File: config.mk
export PLATFORM = sky130hd
export DESIGN_NAME = lvds_frame_gen_flat
export DESIGN_NICKNAME = d
export VERILOG_FILES = /design/src/rtl/lvds_frame_gen_if.sv /design/src/rtl/lvds_frame_gen.sv /design/src/flat_wrapper.sv
export SDC_FILE = /design/constraint.sdc
export NUM_CORES = 1
export LEC_CHECK = 0
export ABC_AREA = 1
export BUFFER_PORTS_ARGS = -buffer_cell sky130_fd_sc_hd__buf_2
export CAP_MARGIN = 5
export CORE_MARGIN = 2
export CORE_UTILIZATION = 50
export DETAILED_ROUTE_END_ITERATION = 8
export HOLD_SLACK_MARGIN = 0.03
export PLACE_DENSITY = 0.69
export SETUP_SLACK_MARGIN = 0.4
export SLEW_MARGIN = 20
export SYNTH_ARGS = -nofsm -noshare
export SYNTH_HDL_FRONTEND = slang
export SYNTH_SLANG_ARGS = --single-unit
File: constraint.sdc
create_clock -name clk -period 2.5 [get_ports clk]
set_clock_uncertainty 0.15 [all_clocks]
set_input_delay 0.25 -clock clk [delete_from_list [all_inputs] [get_ports clk]]
set_output_delay 0.25 -clock clk [all_outputs]
set_load 0.02 [all_outputs]
File: src/rtl/lvds_frame_gen_if.sv
// Run controls and framed lane outputs of lvds_frame_gen.
// The generator connects through master; whatever consumes the frames connects through slave.
interface lvds_frame_gen_if #(
  parameter int LANES  = 2,
  parameter int DATA_W = 8
) ();
  logic                    enable;
  logic [1:0]              mode;
  logic [DATA_W-1:0]       fixed_pat;
  logic [LANES*DATA_W-1:0] lane_data;
  logic                    sync;
  logic                    valid;
  logic                    frame_last;
  logic [15:0]             frame_cnt;

  modport master (
    input  enable, mode, fixed_pat,
    output lane_data, sync, valid, frame_last, frame_cnt
  );

  modport slave (
    output enable, mode, fixed_pat,
    input  lane_data, sync, valid, frame_last, frame_cnt
  );
endinterface

File: src/rtl/lvds_frame_gen.sv
// Multi-lane framed test-pattern source for the LVDS serialiser path.
// Each frame is one sync word, FRAME_LEN payload words, then GAP_LEN idle words.
module lvds_frame_gen #(
  parameter int          LANES     = 2,
  parameter int          DATA_W    = 8,
  parameter int          FRAME_LEN = 256,
  parameter int          GAP_LEN   = 16,
  parameter int unsigned SYNC_WORD = 32'h0000_00A5,
  parameter int unsigned IDLE_WORD = 32'h0000_0000
) (
  input  logic             clk,
  input  logic             reset,
  lvds_frame_gen_if.master bus
);
  localparam logic [15:0]       LAST_IDX = 16'(FRAME_LEN - 1);
  localparam logic [15:0]       LAST_GAP = 16'(GAP_LEN - 1);
  localparam logic [DATA_W-1:0] SYNC_W   = DATA_W'(SYNC_WORD);
  localparam logic [DATA_W-1:0] IDLE_W   = DATA_W'(IDLE_WORD);
  localparam int unsigned       DW_U     = DATA_W;

  typedef enum logic [1:0] {IDLE, SYNC, DATA, GAP} state_e;

  state_e                  state_q, state_d;
  logic [15:0]             idx_q, idx_d;
  logic [15:0]             gap_q, gap_d;
  logic [1:0]              mode_q, mode_d;
  logic [DATA_W-1:0]       fixed_q, fixed_d;
  logic [15:0]             lfsr_q [LANES];
  logic [15:0]             lfsr_d [LANES];
  logic [LANES*DATA_W-1:0] lane_data_q, lane_data_d;
  logic                    sync_q, sync_d;
  logic                    valid_q, valid_d;
  logic                    frame_last_q, frame_last_d;
  logic [15:0]             frame_cnt_q, frame_cnt_d;

  function automatic logic [15:0] lfsr_seed(input int k);
    return 16'hACE1 + 16'(k);
  endfunction

  // Fibonacci form of x^16+x^14+x^13+x^11+1, shifting towards bit 0.
  function automatic logic [15:0] lfsr_next(input logic [15:0] s);
    return {s[0] ^ s[2] ^ s[3] ^ s[5], s[15:1]};
  endfunction

  function automatic logic [DATA_W-1:0] payload_word(
    input int                k,
    input logic [15:0]       idx,
    input logic [1:0]        md,
    input logic [DATA_W-1:0] fixed,
    input logic [15:0]       lfsr
  );
    logic [15:0] cnt_word;
    int unsigned bit_pos;
    cnt_word = idx * 16'(LANES) + 16'(k);
    bit_pos  = (32'(idx) + 32'(k)) % DW_U;
    case (md)
      2'd0:    payload_word = cnt_word[DATA_W-1:0];
      2'd1:    payload_word = lfsr[DATA_W-1:0];
      2'd2:    payload_word = fixed;
      default: payload_word = DATA_W'(1) << bit_pos;
    endcase
  endfunction

  // Output registers are loaded from the current state, so every output trails the state by one cycle.
  always_comb begin
    state_d      = state_q;
    idx_d        = idx_q;
    gap_d        = gap_q;
    mode_d       = mode_q;
    fixed_d      = fixed_q;
    lfsr_d       = lfsr_q;
    frame_cnt_d  = frame_cnt_q;
    lane_data_d  = {LANES{IDLE_W}};
    sync_d       = 1'b0;
    valid_d      = 1'b0;
    frame_last_d = 1'b0;
    case (state_q)
      IDLE: begin
        if (bus.enable) state_d = SYNC;
      end
      SYNC: begin
        sync_d      = 1'b1;
        lane_data_d = {LANES{SYNC_W}};
        mode_d      = bus.mode;
        fixed_d     = bus.fixed_pat;
        idx_d       = '0;
        for (int k = 0; k < LANES; k++) lfsr_d[k] = lfsr_seed(k);
        state_d     = DATA;
      end
      DATA: begin
        valid_d = 1'b1;
        for (int k = 0; k < LANES; k++) begin
          lane_data_d[k*DATA_W +: DATA_W] = payload_word(k, idx_q, mode_q, fixed_q, lfsr_q[k]);
          lfsr_d[k] = lfsr_next(lfsr_q[k]);
        end
        idx_d = idx_q + 16'd1;
        if (idx_q == LAST_IDX) begin
          frame_last_d = 1'b1;
          frame_cnt_d  = frame_cnt_q + 16'd1;
          if (GAP_LEN == 0) begin
            state_d = bus.enable ? SYNC : IDLE;
          end else begin
            state_d = GAP;
            gap_d   = '0;
          end
        end
      end
      GAP: begin
        gap_d = gap_q + 16'd1;
        if (gap_q == LAST_GAP) state_d = bus.enable ? SYNC : IDLE;
      end
      default: state_d = IDLE;
    endcase
  end

  always_ff @(posedge clk) begin
    if (reset) begin
      state_q      <= IDLE;
      idx_q        <= '0;
      gap_q        <= '0;
      mode_q       <= '0;
      fixed_q      <= '0;
      for (int k = 0; k < LANES; k++) lfsr_q[k] <= lfsr_seed(k);
      lane_data_q  <= {LANES{IDLE_W}};
      sync_q       <= 1'b0;
      valid_q      <= 1'b0;
      frame_last_q <= 1'b0;
      frame_cnt_q  <= '0;
    end else begin
      state_q      <= state_d;
      idx_q        <= idx_d;
      gap_q        <= gap_d;
      mode_q       <= mode_d;
      fixed_q      <= fixed_d;
      lfsr_q       <= lfsr_d;
      lane_data_q  <= lane_data_d;
      sync_q       <= sync_d;
      valid_q      <= valid_d;
      frame_last_q <= frame_last_d;
      frame_cnt_q  <= frame_cnt_d;
    end
  end

  assign bus.lane_data  = lane_data_q;
  assign bus.sync       = sync_q;
  assign bus.valid      = valid_q;
  assign bus.frame_last = frame_last_q;
  assign bus.frame_cnt  = frame_cnt_q;
endmodule
File: src/flat_wrapper.sv
// flat-port wrapper written by rule: the top's interface ports become plain ports
module lvds_frame_gen_flat 
#(
  parameter int          LANES     = 2,
  parameter int          DATA_W    = 8,
  parameter int          FRAME_LEN = 256,
  parameter int          GAP_LEN   = 16,
  parameter int unsigned SYNC_WORD = 32'h0000_00A5,
  parameter int unsigned IDLE_WORD = 32'h0000_0000
)
  (clk, reset, bus_enable, bus_mode, bus_fixed_pat, bus_lane_data, bus_sync, bus_valid, bus_frame_last, bus_frame_cnt);
  lvds_frame_gen_if #(.LANES(LANES), .DATA_W(DATA_W)) bus_i ();
  input  logic clk;
  input  logic reset;
  input wire logic [$bits(bus_i.enable)-1:0] bus_enable;
  input wire logic [$bits(bus_i.mode)-1:0] bus_mode;
  input wire logic [$bits(bus_i.fixed_pat)-1:0] bus_fixed_pat;
  output wire logic [$bits(bus_i.lane_data)-1:0] bus_lane_data;
  output wire logic [$bits(bus_i.sync)-1:0] bus_sync;
  output wire logic [$bits(bus_i.valid)-1:0] bus_valid;
  output wire logic [$bits(bus_i.frame_last)-1:0] bus_frame_last;
  output wire logic [$bits(bus_i.frame_cnt)-1:0] bus_frame_cnt;
  assign bus_i.enable = bus_enable;
  assign bus_i.mode = bus_mode;
  assign bus_i.fixed_pat = bus_fixed_pat;
  assign bus_lane_data = bus_i.lane_data;
  assign bus_sync = bus_i.sync;
  assign bus_valid = bus_i.valid;
  assign bus_frame_last = bus_i.frame_last;
  assign bus_frame_cnt = bus_i.frame_cnt;
  lvds_frame_gen #(.LANES(LANES), .DATA_W(DATA_W), .FRAME_LEN(FRAME_LEN), .GAP_LEN(GAP_LEN), .SYNC_WORD(SYNC_WORD), .IDLE_WORD(IDLE_WORD)) u_core (.clk(clk), .reset(reset), .bus(bus_i));
endmodule
# After elaboration in Yosys (flattened, before gate mapping)
# Cells that the tools add are included.
[word_totals] ff_bits=111 inputBits=13 out_inout_bits=35 word_cells=59
[classes] addsub=5 eq_ne=10 n_shift=2 muxes=15 bitwise_logic=7 reduce_logical=8
[op_table] cell="case mux 16 bit (2 select lines)" count=3
[op_table] cell="case mux 32 bit (2 select lines)" count=1
[op_table] cell="adder 16 x 1 -> 16 bit (second input constant)" count=3
[op_table] cell="case mux 8 bit (3 select lines)" count=2
[op_table] cell="== test 16 x 4 -> 1 bit (second input constant)" count=1
[op_table] cell="== test 16 x 8 -> 1 bit (second input constant)" count=1
[op_table] cell="two-way mux 16 bit" count=1
[op_table] cell="<< shifter 1 x 3 -> 8 bit (first input constant)" count=2
[op_table] cell="adder 8 x 1 -> 8 bit (second input constant)" count=1
[op_table] cell="case mux 2 bit (4 select lines)" count=1
[op_table] cell="== test 2 bit (second input constant)" count=3
[op_table] cell="two-way mux 2 bit" count=3
[op_table] cell="bitwise XOR 1 bit" count=6
[op_table] cell="== test 2 x 1 -> 1 bit (second input constant)" count=2
[op_table] cell="logical NOT 2 bit" count=2
[op_table] cell="two-way mux 1 bit" count=4
[op_table] cell="inequality test 2 x 1 -> 1 bit (second input constant)" count=2
[op_table] cell="AND reduction 2 bit" count=2
[op_table] cell="nonzero test 2 bit" count=2
[op_table] cell="adder 3 x 1 -> 3 bit (second input constant)" count=1
[op_table] cell="AND reduction 3 bit" count=1
[op_table] cell="inequality test 2 bit (second input constant)" count=1
[op_table] cell="OR reduction 2 bit" count=1
[op_table] cell="inverter 1 bit" count=1

# Longest topological paths before layout
# Gate-level depths: netlist of the first run.
[depth] word_depth=4 mapped_depth=12 ltp_nobuf=11

# Worst setup path before layout of the first run
# Ideal clock, no wire load.
[synth_timing] kind="flip-flop to flip-flop" from="register u_core.state_q[0]" to="register u_core.idx_q[13]" setup_time_ns=0.113 arrival_time_ns=1.668 required_time_ns=2.237 slack_ns=0.570 stages_incl_launch_ff=13 n_path_buf=1 period_less_slack_ns=1.930 cell_sequence="dfxtp_1 > inv_1 > ha_1 > buf_4 > inv_2 > nor2_1 > nand3_1 > nor2_1 > nand2_1 > nor2_1 > nand2_1 > nand2_1 > nor2_1"
[synth_between] elab_chain_cells=2 word_cells_on_any_way=4 classes_between="eq/ne (2); mux (1); reduce/logical (1)"
[synth_rtl] element="from (decl)" line="lvds_frame_gen.sv:23" source="state_e state_q, state_d;"
[synth_rtl] element="from (signal assigned)" line="lvds_frame_gen.sv:130" source="state_q <= state_d;"
[synth_rtl] element="== test 2 bit / == test 2 x 1 -> 1 bit (equally long branches)" line="lvds_frame_gen.sv:77" source="case (state_q)"
[synth_rtl] element="case mux 16 bit (2 select lines) / nonzero test 2 bit (equally long branches)"
[synth_rtl] element="to (signal assigned)" line="lvds_frame_gen.sv:131" source="idx_q <= idx_d;"
[synth_rtl] element="to (decl)" line="lvds_frame_gen.sv:24" source="logic [15:0] idx_q, idx_d;"
# Parallel ways exist; a longest one is shown, timed or not.
# A chain may end at the register's enable or synchronous reset.

# Worst setup path in the final report of the first run
[layout_timing] from="register u_core.state_q[1]" to="register u_core.lane_data_q[4], in the netlist u_core.bus.lane_data[4]"
[layout_between] elab_chain_cells=2 word_cells_on_any_way=3 classes_between="eq/ne (2); mux (1)"
[layout_rtl] element="== test 2 bit / == test 2 x 1 -> 1 bit (equally long branches)" line="lvds_frame_gen.sv:77"
[layout_rtl] element="case mux 16 bit (2 select lines) *" line="lvds_frame_gen.sv:77"
[layout_rtl] element="to (signal assigned)" line="lvds_frame_gen.sv:124" source="lane_data_q <= {LANES{IDLE_W}};"
[layout_rtl] element="to (signal assigned)" line="lvds_frame_gen.sv:136" source="lane_data_q <= lane_data_d;"
[layout_rtl] element="to (decl)" line="lvds_frame_gen.sv:30" source="logic [LANES*DATA_W-1:0] lane_data_q, lane_data_d;"
# Mark *: on every way between the ends. The rest lies on a longest branch, timed or not.

==> metrics, run 1 <==
critical path required time=2.64 ns; Post-Syn Instances=728; CTS tree=yes; Ports=48; first-pass GRT wire length=19,600 microns; post-synthesis cell area=0.00518 sq mm; Crit path arrival time=2.10 ns; Root Buffer=clkbuf_8; syn_area_per_cell=7.12 sq um; post-synthesis mux area share=0%; CTS clk-pin slew, worst paths=0.11 ns; sw frac=36.4%; post-route ant nets=0; vias per inst=5.09; Top delay family on crit path=simple AND/OR/NAND/NOR gates; Largest stage delay, worst path=0.38 ns; Post-synth EDFFs=0; largest family of logic cells by synthesized area=simple AND/OR/NAND/NOR gates; TNS Setup=0 ns; NumNets Final=812; worst reg2reg setup slack=0.53 ns; largest net degree at the start of global routing=25; vias in the first global route=4,157; Leakage=0.00243 uW; Detailed Route WL=12,000 microns; adder-cell area share of the yosys netlist=3.38%; actual slew at the worst max-slew pin=0.714 ns; worst hold slack=0.0351 ns; ant diodes=0; Die Area=0.0112 sq mm; met1 usage=29.8%; Inserted Clock Buffers=9; Seq/Total Area, Yosys=42.9%; Pre-Repair DR Iteration Count=5; Cell Rows=37; max_slew headroom=52.4%; CP Cell Sequence=inv_1, ha_1, inv_2, nor2_1, inv_2, nor2_4, inv_2, nor3_1; Worst R2R Start=u_core.state_q[1]; XOR/XNOR Fraction of Synth Area=2.03%; fin crit share=78.6%; Die W=106 microns; Pins Over Slew Limit=0; Placement Setup Slack=0.308 ns; synth top area cells=dfxtp_1 43%, nand2_1 9.9%, nor2_1 8.2%, inv_1 7.0%, o21ai_0 4.6%; clock power share=24.4%; NetSw=1530 uW; Power Internal=2670 uW; worst hold-check path type=in -> reg; commonest non-fill, non-tap cell in the layout=nand2_1; initial antenna violation count=0; P&R area growth vs syn=13.5%; Max Clock Freq=0.509 GHz; complex-gate fraction of the synthesized area=15.2%; Worst path slowest cell=dfxtp_1; crit end category=flip-flop; Skew-Pair Late Insertion Delay=0.38 ns; count of final hold-check violations=0; share of the synthesized area in the top cell type=42.9%; Synth Area in Simple Gates=27.2%; clk buf depth=2; 1st-iter DRT viols=263; I/O Buffers=47; Yosys reg bits=111; unrepaired setup endpoints after global routing=false; combinational power share=27.4%; DP Wirelength=8610 microns; worst setup margin=0.534 ns; Worst setup SP type=flip-flop; drt drc=0; Final min period=1.97 ns; # clock sinks=111; pwr/cell area=715 mW/mm^2; critical path class=reg -> reg; Yosys cell types=35; asr flop ratio synth=0%; Worst Path Max Fanout=17; met2 GRT Util=33.7%; sequential power share=48.2%; most frequent cells in the layout=137 x nand2_1, 110 x dfxtp_1, 109 x nor2_1; status=completed; Max-Cap Viols=0; final design utilization=57.8%; global routing's busiest layer=met2; worst setup path start=u_core.state_q[1]; detail-routed net length per standard cell=12.9 microns; grt ovf=0; # setup viols final=0; Initial Utilization=50.9%; Buf/Inv on CP=4; H-tree depth=3; post-synth top area cell=dfxtp_1; final RePlAce weighted congestion=0.919; Tot GR Track Use=21.5%; Die Y=106 microns; min-delay src=bus_fixed_pat[4]; Max rail drop VDD=0.363 mV; Post-Syn Nets=755; via count=4,710; yosys warns=0; fraction of layout instances using a drive strength above 1=12.5%; Synth Flop Type=dfxtp_1; grt met3 use=3.40%; critical path's most frequent cell=inv_2; Core ar.=0.0102 sq mm
tightest hold or removal path, delay by kind of cell:
| kind | cells | cell delay (ns) |
|---|---|---|
| AOI/OAI and AO/OA | 2 | 0.20 |
| buffers and inverters | 1 | 0.07 |
worst paths after layout:
| kind | endpoint | cells after the start |
|---|---|---|
| min | u_core.fixed_q[4] | 3 |
| max | u_core.bus.lane_data[4] | 8 |
| min reg2reg | u_core.lfsr_q[26] | 2 |
| max reg2reg | u_core.bus.lane_data[4] | 8 |
Yosys cell counts (2+ instances only):
| cell type | n |
|---|---|
| a22oi_1 | 14 |
| buf_4 | 2 |
| clkbuf_1 | 13 |
| o22ai_1 | 19 |
| a31oi_1 | 3 |
| inv_2 | 4 |
| nor2_1 | 113 |
| o21ai_0 | 48 |
| o211ai_1 | 8 |
| ha_1 | 14 |
| nand4_1 | 6 |
| a211oi_1 | 2 |
| nand2_1 | 137 |
| buf_2 | 5 |
| xor2_1 | 8 |
| inv_1 | 96 |
| xnor2_1 | 4 |
| nor2_4 | 5 |
| nand3_1 | 38 |
| a21oi_1 | 41 |
| nor3_1 | 24 |
| dfxtp_1 | 111 |
stage by stage:
stage / power [uW] / instance area, sq um / cells
after floorplan: 2870 / 5180 / 728
after global placement: 3140 / 5560 / 899
after detailed placement: 3180 / 5560 / 899
after CTS: 4210 / 5820 / 922
after global routing: 4490 / 5890 / 926
final: 4210 / 5890 / 926
routing by layer:
layer / up-vias / part of all wire, %
met1: 2109 / 48
met2: 111 / 45
met3: 17 / 4.5
met5: - / 0
li1: 2473 / -
met4: 0 / 2.0
registers in the layout, indices dropped and copies added, names as in the netlist:
name	cells
u_core.fixed_q	8
u_core.bus.valid	1
u_core.idx_q	16
u_core.mode_q	2
u_core.bus.frame_cnt	16
u_core.bus.frame_last	1
u_core.bus.lane_data	16
u_core.lfsr_q	32
u_core.gap_q	16
u_core.state_q	2
u_core.bus.sync	1
area by class of cell:
cell class	count	area (sq um)
Clock inverter	7	62.6
Clock buffer	9	124
Tap cell	136	170
Timing Repair Buffer	66	408
Fill cell	967	4300
Inverter	102	385
Multi-Input combinational cell	495	2510
Sequential cell	111	2220
power groups by stage:
stage                     Combinational, uW  Sequential [uW]  Clock (uW)
after global routing                   1310             2050        1130
after detailed placement               1110             2070           0
after floorplan                         793             2070           0
after global placement                 1090             2060           0
after CTS                              1130             2030        1060
final                                  1150             2030        1020
cells by family (layout without fill, tap and decap cells):
family / count (synthesis) / count (layout)
buf+inv: 123 / 184
xor+xnor: 12 / 12
simple gates: 330 / 331
flops: 111 / 111
fa+ha+maj: 14 / 14
compound gates: 138 / 138
what timing repair did:
| action | CTS | global route |
|---|---|---|
| gates cloned | 0 | 1 |
| gates resized for setup | 2 | 10 |
| setup endpoints to repair | 23 | 64 |
| pin swaps | 0 | 1 |
| setup buffers | 0 | 3 |
| hold endpoints to repair | 7 | 0 |
| hold buffers | 7 | 0 |
No activity file was read; power rests on OpenSTA's default activity.
==> run 2: changes to the inputs <==
- ABC_AREA: 1 -> 0
- PLACE_DENSITY: 0.69 -> 0.72
- clock period: 2.5 -> 1.8 ns (I/O delays scaled with it)
==> metrics, run 2 <==
Root Buffer=clkbuf_8; top routing layer in use=met4; I/O Buffers=47; post-synth top area cell=dfxtp_1; Synth Flop Type=dfxtp_1; via count=4,733; Synth Area in Simple Gates=21.5%; Largest stage delay, worst path=0.35 ns; Pins Over Slew Limit=0; DP Wirelength=8460 microns; ant diodes=0; count of final hold-check violations=0; H-tree depth=3; adder-cell area share of the yosys netlist=3.55%; Yosys cell types=55; Seq/Total Area, Yosys=45.1%; detail-routed net length per standard cell=18.5 microns; clk buf depth=2; Max rail drop VDD=0.894 mV; # clock sinks=111; Cell Rows=36; CP Cell Sequence=inv_4, ha_4, and4_4, and4_4, buf_6, nor2_4, buf_6, nor4_4, o2bb2ai_1; final design utilization=74.8%; XOR/XNOR Fraction of Synth Area=5.86%; Post-synth EDFFs=0; clock power share=21.6%; critical path required time=1.97 ns; NumNets Final=709; worst hold-check path type=in -> reg; Inst Count DP=747; P&R area growth vs syn=46.9%; NetSw=2160 uW; synth top area cells=dfxtp_1 45%, xor2_1 5.0%, nor2_1 4.9%, a21oi_1 3.9%, ha_1 3.6%; CTS clk-pin slew, worst paths=0.10 ns; share of the synthesized area in the top cell type=45.1%; syn_area_per_cell=9.00 sq um; Power Internal=4520 uW; count leader, synth=dfxtp_1; status=finished, violations left; Worst path slowest cell=dfxtp_2; non-filler instance count after layout=820; Max-Cap Viols=0; Inserted Clock Buffers=9; top cells by count, synth=111 x dfxtp_1, 64 x nor2_1, 38 x a21oi_1; actual slew at the worst max-slew pin=0.420 ns; asr flop ratio synth=0%; largest net degree at the start of global routing=26; Crit path arrival time=2.05 ns; 1st-iter DRT viols=268; Initial Utilization=50.9%; Most flops, register=u_core.lfsr_q; Skew-Pair Late Insertion Delay=0.39 ns; Post-Syn Nets=575; post-synthesis mux area share=3.96%; grt ovf=0; Die Area=0.0107 sq mm; fraction of layout instances using a drive strength above 1=41.3%; met2 routed WL=7750 microns; Ports=48; Die W=103 microns; worst setup margin=-0.0816 ns; vias in the first global route=4,723; initial antenna violation count=0; Tot GR Track Use=28.1%; yosys warns=0; largest family of logic cells by synthesized area=simple AND/OR/NAND/NOR gates; met3 WL=711 microns; Post-Syn Instances=548; vias per inst=5.77; Leakage=0.00282 uW; # setup viols final=11; Worst setup SP type=flip-flop; M1 wire length=6110 microns; drt drc=0; sequential power share=41.6%; TNS Setup=-0.278 ns; critical path class=reg -> reg; commonest non-fill, non-tap cell in the layout=dfxtp_1; post-synthesis cell area=0.00493 sq mm; final RePlAce weighted congestion=0.986; Yosys reg bits=111; complex-gate fraction of the synthesized area=16.7%; Max Clock Freq=0.531 GHz; Placement Setup Slack=-0.0769 ns; failing checks=setup timing; max_slew headroom=71.9%; CTS tree=yes; Detailed Route WL=15,200 microns; Pre-Repair DR Iteration Count=5; fin crit share=105%; post-route ant nets=0; most frequent cells in the layout=99 x dfxtp_1, 52 x nor2_1, 47 x buf_2; crit end category=flip-flop; first-pass GRT wire length=23,100 microns; Final min period=1.88 ns; Core ar.=0.00968 sq mm; sw frac=32.3%; unrepaired setup endpoints after global routing=true; combinational power share=36.7%; max reg flops=32; total power=6690 uW; Die Y=103 microns; pwr/cell area=923 mW/mm^2; Worst Path Max Fanout=5
==> run 2: changes by cell type after synthesis, moves of 14 or more <==
cell	before	now
nand2_1	137	36
inv_1	96	11
nor2_1	113	64
xor2_1	8	28
o21ai_0	48	29
nor3_1	24	6
o22ai_1	19	2
a22o_1	0	15
mux2i_1	0	15
nand3_1	38	24
nand4_1	6	20
==> run 2: metal layers <==
| layer | global-route usage (%) | vias to the layer above |
|---|---|---|
| met3 | 5.44 | 58 |
| met5 | 0 | - |
| met4 | 14.3 | 0 |
| li1 | - | 2220 |
| met1 | 31.3 | 2293 |
| met2 | 50.9 | 162 |
==> run 2: stage by stage <==
stage               cell area (sq um)  hold slack, ns
global route                     7250           0.144
CTS                              6980           0.116
detailed placement               5710           0.273
floorplan                        5070           0.118
global placement                 5710           0.269
finish                           7250           0.153
==> run 2: logic make-up after synthesis <==
group / after synthesis
muxes: 19
AOI/OAI and AO/OA: 126
buffers and inverters: 42
and+or+nand+nor: 203
xor gates and xnor gates: 33
adders and majority gates: 14
DFF: 111
==> run 2: power groups by stage <==
stage	clock, uW	sequential [uW]	combinational, uW
2_1_floorplan	0	2870	842
3_5_place_dp	0	2840	1290
3_3_place_gp	0	2830	1270
6_report	1450	2780	2460
5_1_grt	1570	2800	2590
4_1_cts	1470	2780	2250
==> run 2: worst paths after layout <==
path                                   startpoint  cells after the start                end  slack, ns
worst max-delay path            u_core.state_q[0]                      9    u_core.gap_q[7]      -0.08
worst min-delay path                        reset                      3   u_core.bus.valid       0.15
worst min register to register  u_core.lfsr_q[15]                      2  u_core.lfsr_q[15]       0.33
worst max register to register  u_core.state_q[0]                      9    u_core.gap_q[7]      -0.08
==> run 2: area by class of cell <==
class,count,area (sq um)
Sequential cell,111,2250
Clock inverter,5,40.0
Inverter,12,52.6
Timing Repair Buffer,152,1410
Fill cell,602,2440
Clock buffer,11,151
Multi-Input combinational cell,396,3180
Tap cell,133,166
==> run 2: worst max-delay path, delay by kind of cell (launching register included) <==
| kind | cells | cell delay [ns] |
|---|---|---|
| AND/OR/NAND/NOR | 4 | 0.69 |
| buffers and inverters | 3 | 0.34 |
| adder cells (fa/ha/maj) | 1 | 0.14 |
| flip-flops | 1 | 0.35 |
| AO/OA/AOI/OAI | 1 | 0.15 |
==> run 2: timing repair <==
action / CTS / global route
hold endpoints to repair: 11 / 0
gates cloned: 9 / 0
resized for setup: 138 / 47
pin swaps: 78 / 39
setup endpoints to repair: 109 / 113
hold buffers: 12 / 0
setup buffers: 30 / 6
